File: src/rtl/pipe_pkg.sv
// Shared types and constants for the fetch->decode pipeline register.
//   fd_state_t   : occupancy of the pipeline register (EMPTY / FULL / SKID)
//   fd_payload_t : pc, instruction and pc+4 at the default widths
//   NOP_INSTR_DEFAULT : addi x0,x0,0, shown on instr_o whenever nothing is valid
package pipe_pkg;

  localparam int unsigned ADDR_W = 32;
  localparam int unsigned DATA_W = 32;
  localparam int unsigned CNT_W  = 16;

  localparam logic [DATA_W-1:0] NOP_INSTR_DEFAULT = 32'h0000_0013;

  typedef enum logic [1:0] {
    EMPTY = 2'd0,
    FULL  = 2'd1,
    SKID  = 2'd2
  } fd_state_t;

  typedef struct packed {
    logic [ADDR_W-1:0] pc;
    logic [DATA_W-1:0] instr;
    logic [ADDR_W-1:0] pc_plus4;
  } fd_payload_t;

endpackage

File: src/rtl/pipe_reg_fd_skid_buffer.sv
// Two-entry skid buffer with a registered upstream ready.
// Handshake: a word transfers upstream when valid_i & ready_o, and downstream
// when the main entry is occupied & ready_i, both on the same posedge.
// Ports:
//   clk_i, rst_i  : clock, synchronous active-high reset
//   flush_i       : empty the buffer, discarding any word offered this cycle
//   valid_i/ready_o/data_i : upstream side (ready_o is a flop)
//   ready_i       : downstream can consume the main entry
//   data_o        : main entry contents (held when empty)
//   state_o       : current occupancy, valid downstream whenever != EMPTY
module skid_buffer
  import pipe_pkg::*;
#(
  parameter int unsigned W = 96
) (
  input  logic         clk_i,
  input  logic         rst_i,
  input  logic         flush_i,
  input  logic         valid_i,
  output logic         ready_o,
  input  logic [W-1:0] data_i,
  input  logic         ready_i,
  output logic [W-1:0] data_o,
  output fd_state_t    state_o
);

  fd_state_t    state_q, state_d;
  logic [W-1:0] main_q, main_d;
  logic [W-1:0] skid_q, skid_d;
  logic         ready_q, ready_d;
  logic         accept;
  logic         drain;

  assign accept = valid_i & ready_q;
  assign drain  = (state_q != EMPTY) & ready_i;

  always_comb begin
    state_d = state_q;
    main_d  = main_q;
    skid_d  = skid_q;
    unique case (state_q)
      EMPTY: begin
        if (accept) begin
          state_d = FULL;
          main_d  = data_i;
        end
      end
      FULL: begin
        if (accept && drain) begin
          main_d = data_i;
        end else if (accept) begin
          state_d = SKID;
          skid_d  = data_i;
        end else if (drain) begin
          state_d = EMPTY;
        end
      end
      SKID: begin
        // ready_q is low here, so nothing can be accepted.
        if (drain) begin
          state_d = FULL;
          main_d  = skid_q;
        end
      end
      default: state_d = EMPTY;
    endcase
    // Flush wins over everything; main keeps its contents so pc stays put.
    if (flush_i) begin
      state_d = EMPTY;
      main_d  = main_q;
      skid_d  = skid_q;
    end
    ready_d = (state_d != SKID);
  end

  always_ff @(posedge clk_i) begin
    if (rst_i) begin
      state_q <= EMPTY;
      main_q  <= '0;
      skid_q  <= '0;
      ready_q <= 1'b1;
    end else begin
      state_q <= state_d;
      main_q  <= main_d;
      skid_q  <= skid_d;
      ready_q <= ready_d;
    end
  end

  assign ready_o = ready_q;
  assign data_o  = main_q;
  assign state_o = state_q;

endmodule

File: src/rtl/pipe_reg_fd.sv
// Fetch->decode pipeline register: carries pc, instruction and pc+4 through a
// two-entry skid buffer, inserts a NOP whenever nothing is valid, supports
// flush (bubble insertion) and a legacy stall, and counts stalled cycles.
// Ports:
//   clk_i, rst_i        : clock, synchronous active-high reset
//   valid_i/ready_o     : fetch handshake (ready_o registered)
//   pc_i/instr_i/pc_plus4_i : fetch payload
//   valid_o/ready_i     : decode handshake
//   stall_i             : hazard stall, same effect as ready_i=0
//   flush_i             : drop everything held and offered
//   pc_o/instr_o/pc_plus4_o : decode payload
//   stall_cnt_o         : saturating count of cycles valid_o=1 without drain
module pipe_reg_fd
  import pipe_pkg::*;
#(
  parameter int unsigned ADDRESS_WIDTH = ADDR_W,
  parameter int unsigned DATA_WIDTH    = DATA_W,
  parameter logic [DATA_WIDTH-1:0] NOP_INSTR = NOP_INSTR_DEFAULT,
  parameter int unsigned CNT_WIDTH     = CNT_W
) (
  input  logic                     clk_i,
  input  logic                     rst_i,
  input  logic                     valid_i,
  output logic                     ready_o,
  input  logic [ADDRESS_WIDTH-1:0] pc_i,
  input  logic [DATA_WIDTH-1:0]    instr_i,
  input  logic [ADDRESS_WIDTH-1:0] pc_plus4_i,
  output logic                     valid_o,
  input  logic                     ready_i,
  input  logic                     stall_i,
  input  logic                     flush_i,
  output logic [ADDRESS_WIDTH-1:0] pc_o,
  output logic [DATA_WIDTH-1:0]    instr_o,
  output logic [ADDRESS_WIDTH-1:0] pc_plus4_o,
  output logic [CNT_WIDTH-1:0]     stall_cnt_o
);

  localparam int unsigned PW = 2 * ADDRESS_WIDTH + DATA_WIDTH;

  logic [PW-1:0]            data_in;
  logic [PW-1:0]            data_out;
  fd_state_t                state;
  logic                     ready_eff;
  logic                     valid;
  logic                     drain;
  logic [ADDRESS_WIDTH-1:0] pc_hold;
  logic [DATA_WIDTH-1:0]    instr_hold;
  logic [ADDRESS_WIDTH-1:0] pc4_hold;
  logic [CNT_WIDTH-1:0]     cnt_q, cnt_d;

  assign data_in   = {pc_i, instr_i, pc_plus4_i};
  assign ready_eff = ready_i & ~stall_i;

  skid_buffer #(.W(PW)) u_skid (
    .clk_i   (clk_i),
    .rst_i   (rst_i),
    .flush_i (flush_i),
    .valid_i (valid_i),
    .ready_o (ready_o),
    .data_i  (data_in),
    .ready_i (ready_eff),
    .data_o  (data_out),
    .state_o (state)
  );

  assign {pc_hold, instr_hold, pc4_hold} = data_out;
  assign valid = (state != EMPTY);
  assign drain = valid & ready_eff;

  assign valid_o    = valid;
  assign pc_o       = pc_hold;
  assign pc_plus4_o = pc4_hold;
  assign instr_o    = valid ? instr_hold : NOP_INSTR;

  always_comb begin
    cnt_d = cnt_q;
    if (valid && !drain && !flush_i && (cnt_q != {CNT_WIDTH{1'b1}})) begin
      cnt_d = cnt_q + CNT_WIDTH'(1);
    end
  end

  always_ff @(posedge clk_i) begin
    if (rst_i) begin
      cnt_q <= '0;
    end else begin
      cnt_q <= cnt_d;
    end
  end

  assign stall_cnt_o = cnt_q;

endmodule
File: config.mk
export PLATFORM = sky130hd
export DESIGN_NAME = pipe_reg_fd
export DESIGN_NICKNAME = d
export VERILOG_FILES = /design/src/rtl/pipe_pkg.sv /design/src/rtl/pipe_reg_fd_skid_buffer.sv /design/src/rtl/pipe_reg_fd.sv
export SDC_FILE = /design/constraint.sdc
export NUM_CORES = 1
export LEC_CHECK = 0
export BUFFER_PORTS_ARGS = -buffer_cell sky130_fd_sc_hd__buf_2
export CAP_MARGIN = 20
export CORE_MARGIN = 2
export CORE_UTILIZATION = 50
export CTS_CLUSTER_DIAMETER = 50
export DETAILED_ROUTE_END_ITERATION = 10
export PLACE_DENSITY = 0.8
export SLEW_MARGIN = 10
export SYNTH_ARGS = -nofsm -noshare
export SYNTH_HDL_FRONTEND = slang
export SYNTH_SLANG_ARGS = --single-unit
File: constraint.sdc
create_clock -name clk_i -period 4.2 [get_ports clk_i]
set_input_delay 0.63 -clock clk_i [delete_from_list [all_inputs] [get_ports clk_i]]
set_output_delay 0.63 -clock clk_i [all_outputs]
set_load 0.05 [all_outputs]
# Yosys cells after proc, flatten, opt, wreduce, memory -nomap -nowiden
# Cells that the tools add are included.
# W data, S select, Z words.
# word_totals
elab_cells	42
regBits	211
in_bits	102
# classes
bitwise_logic	6
n_eq_ne	7
n_mux	12
n_reduce_logical	11
n_addsub	1
# op_table
op	n
$mux W96	3
$pmux W96 S3	1
$mux W32	1
$add A16 B1 Y16 const B	1
$ne A16 B16 Y1 const B	1
$mux W2	6
$pmux W2 S3	1
$reduce_and A5 Y1	1
$logic_and A1 B1 Y1	4
$ne A2 B1 Y1 const B	2
$ne A2 B2 Y1 const B	2
$reduce_and A4 Y1	1
$and A1 B1 Y1	3
$not A1 Y1	3
$reduce_bool A3 Y1	1
$eq A2 B1 Y1 const B	1
$eq A2 B2 Y1 const B	1
$logic_not A1 Y1	2
$logic_not A2 Y1	1
$reduce_bool A2 Y1	1

# Logic depth before layout (Yosys ltp)
# logic_depth
ltp_word	9
mapped_depth	8
mapped_depth_nobuf	5

# Hierarchy
# From an unflattened synthesis, not the netlist that was laid out.
# unflattened
hier_cells	1006
area_unflattened_um2	8809.7
# by_module_without_submodules
module	area_each_um2	instances	seq_area_each_um2	cells_per_inst
skid_buffer	7683.6	1	3903.7	863
pipe_reg_fd	1126.1	1	320.3	143

# Worst setup path after synthesis
# No wires, ideal clock.
# synth_path
path_kind	input to register
startpoint	input ready_i
endpoint	register cnt_q[9] (netlist: stall_cnt_o[9])
setup_ns	0.121
arrival_time_ns	2.073
t_required_ns	4.079
slack_ns	2.007
path_stages	5
path_cell_list	nor2b_1 or4_4 buf_6 nor4b_1 mux2_2
# synth_between
elab_chain_cells	6
# synth_rtl
element	line_no	rtl
start: declaration	pipe_reg_fd.sv:29	input logic ready_i,
$and A1 B1 Y1	pipe_reg_fd.sv:52	assign ready_eff = ready_i & ~stall_i;
$and A1 B1 Y1	pipe_reg_fd.sv:68	assign drain = valid & ready_eff;
$logic_not A1 Y1	pipe_reg_fd.sv:77	if (valid && !drain && !flush_i && (cnt_q != {CNT_WIDTH{1'b1}})) begin
$logic_and A1 B1 Y1 (3 in series)	pipe_reg_fd.sv:77	
end signal: assignment	pipe_reg_fd.sv:86	cnt_q <= cnt_d;
end: declaration	pipe_reg_fd.sv:49	logic [CNT_WIDTH-1:0] cnt_q, cnt_d;
# Every way passes these cells.
# A chain may end at the register's enable or synchronous reset.

# Final worst setup path
# layout_path
startpoint	register u_skid.state_q[0] (netlist: u_skid.state_o[0])
endpoint	output instr_o[4]
# layout_between
elab_chain_cells	2
# layout_rtl
element	line_no	rtl
start: declaration	pipe_reg_fd_skid_buffer.sv:27	fd_state_t state_q, state_d;
start signal: assignment	pipe_reg_fd_skid_buffer.sv:83	state_q <= state_d;
$reduce_bool A2 Y1	pipe_reg_fd.sv:67	assign valid = (state != EMPTY);
$mux W32	pipe_reg_fd.sv:73	assign instr_o = valid ? instr_hold : NOP_INSTR;
end: declaration	pipe_reg_fd.sv:33	output logic [DATA_WIDTH-1:0] instr_o,
# Every way passes these cells.

==> qor.csv <==
metric,value,unit
Setup TNS Final,0,ns
CTS root buffer,clkbuf_16,
Post-Syn Area,0.009594,mm2
final worst slack,1.724,ns
Worst slew margin,27.34,%
skew final,0.007986,ns
Critical Path RT,3.57,ns
Period minus WS final,2.476,ns
Synth area leaders,"dfxtp_1 44%, a221oi_1 8.8%, nand2_1 7.9%, a211oi_1 7.7%, and2_1 6.3%",
vias in the first global route,7814,
total placed instance area,0.01020,mm2
Num CTS Buffers,26,
Mean Syn Cell Area,8.110,um2
routed len/inst,15.70,um
"Gates resized, CTS repair",0,
final setup fails,0,
Post-CTS Setup Bufs,0,
Via density,5.636,
starting density of the core,51.12,%
gr usage total,22.38,%
final instance area,0.01107,mm2
largest net degree at the start of global routing,134,
Mapped Cells,1183,
initial antenna violation count,1,
final slew viol count,0,
Residual DRC,0,
Syn. warnings,0,
crit path launch type,register,
Internal,3.546,mW
Critical R2R Launch,u_skid.state_o[0],
pwr/cell area,438.6,mW/mm2
most frequent cells in the layout,"213 x buf_2, 211 x dfxtp_1, 201 x nand2_1, 105 x a21oi_1, 100 x inv_1",
Seq pwr share,43.6,%
Clock Path Buffers,3,
clock share of power,43.7,%
DP Worst Slack,1.354,ns
IO Port Bufs,215,
R2R depth,5,
GRT overflow,0,
Fillers,1691,
hold slack,0.3605,ns
status,"finished, final reports clean",
register area,0.004224,mm2
CTS tree,done,
CP max FO,33,
layout cell share with drive strength beyond 1,21.67,%
Fmax,403.9,MHz
clock transition at the registers of the reported paths,0.06,ns
actual slew at the worst max-slew pin,1.090,ns
hold buffers post-CTS,0,
unrepaired setup endpoints after global routing,false,
RR Endpoint,u_skid.data_o[16],
combinational power share,12.7,%
TritonRoute pass-1 iters,5,
CP startpoint,u_skid.state_o[0],
"commonest non-fill, non-tap cell in the layout",buf_2,
"area leader, netlist",dfxtp_1,
worst reg-to-reg setup slack,1.88,ns
Net Sw Frac,26.94,%
Clock Latency Late Sink,0.51,ns
Die H,142.5,um
Setup crit end kind,output pin,
Final Wtd Congestion,0.7731,
DRT iter0 DRCs,582,
Top-Level Pins,216,
H-tree Lvls,1,
Antenna Nets Post-Route,0,
Synth Register Bits,211,
Layout Nets,1370,
Overall Power,4.854,mW
via count,8556,
core area,0.01877,mm2
Unique masters post-synth,38,
Fin. Hold Viols,0,
VDD IR max,0.0002962,V
NetSw,1.307,mW
multi-input logic area,0.004135,mm2
Layout area overhead,15.34,%
final WL,23.84,mm
"Data arrival, critical path",1.85,ns
CP Capture Point,instr_o[4],
first-pass GRT wire length,38.01,mm
HP Class,in2reg,
post-DP HPWL,13.75,mm
row count,50,
LEAKAGE,4.265,nW
CTS sink cnt,211,
Die ar.,0.02031,mm2
Max-cap violations,0,
syn_nets,1286,
Synth top area share,44.03,%
register area share after synthesis,44.03,%
CP Class,reg2out,
Tcrit/Tclk final,58.95,%
die width,142.5,um
==> kinds of logic after synthesis <==
kind of cell / count (synthesis) / synth area share (%)
mux: 6 / 0.6911
fa+ha+maj: 1 / 0.1304
buf+inv: 269 / 13.24
flops: 211 / 44.03
compound gates: 312 / 22.95
simple gates: 384 / 18.96
==> critical path, cell delays in order, from the launching register on <==
cell and delay (ns):
dfxtp_1 0.37, nor2_2 0.10, buf_4 0.35, inv_1 0.14
nand2_1 0.09, buf_2 0.26
==> sequential cells by signal (all words and copies together) (netlist names) <==
signal and cells:
stall_cnt_o 16, u_skid.ready_o 1, u_skid.state_o 2, u_skid.skid_q 96, u_skid.data_o 96
==> per-layer routing <==
metal / global-route usage (%) / vias to the layer above / share of wire [%]
li1: - / 4181 / -
met1: 29.92 / 4022 / 43
met2: 36.51 / 299 / 48
met3: 3.365 / 54 / 6.3
met4: 8.755 / 0 / 3.1
met5: 0 / - / 0
==> power by group through the flow <==
stage	sequential [mW]	clock (mW)	combinational (mW)
2_1_floorplan	2.15	0	0.507
3_3_place_gp	2.16	0	0.602
3_5_place_dp	2.16	0	0.610
4_1_cts	2.12	2.16	0.612
5_1_grt	2.12	2.26	0.665
6_report	2.12	2.12	0.616
==> cell type report <==
class	count	share of cell area (%)
sequential	211	38.17
multi-input combinational	703	37.37
tap	234	2.646
antenna	1	0.02261
inverter	100	3.392
timing repair buffer	225	10.93
clock inverter	7	0.4749
clock buffer	37	6.988
==> worst min-delay path by stage <==
stage / from / slack [ns] / cells past startpoint / to
2_1_floorplan: u_skid.skid_q[0] / 0.44 / 2 / u_skid.skid_q[0]
3_3_place_gp: u_skid.skid_q[20] / 0.44 / 2 / u_skid.skid_q[20]
3_5_place_dp: u_skid.skid_q[19] / 0.45 / 2 / u_skid.skid_q[19]
4_1_cts: pc_i[20] / 0.34 / 3 / u_skid.skid_q[84]
5_1_grt: pc_plus4_i[24] / 0.35 / 3 / u_skid.skid_q[24]
6_report: instr_i[18] / 0.36 / 3 / u_skid.skid_q[50]
==> synth_stat cells (all sizes together) <==
cell and instances:
a221oi 96, nand4 6, o31ai 7, clkbuf 87
nor3 4, or3 4, mux2i 1, nand2 202
and4 2, buf 82, a211oi 98, a21o 1
nor4 6, or4 7, and3 1, o31a 1
a21oi 105, dfxtp 211, inv 100, nand3 5
nor2b 7, mux2 5, nor2 37, nor4b 1
and2 96, a41oi 1, a211o 1, nand2b 4
nand4b 1, o21ai 1, ha 1, a2111oi 1
nand3b 1
==> stage by stage <==
| step | instances | utilization [%] |
|---|---|---|
| finish | 1518 | 58.96 |
| global route | 1518 | 58.96 |
| CTS | 1515 | 58.73 |
| detailed placement | 1471 | 54.33 |
| global placement | 1471 | 54.33 |
| floorplan | 1183 | - |
No activity file was read; power rests on OpenSTA's default activity.
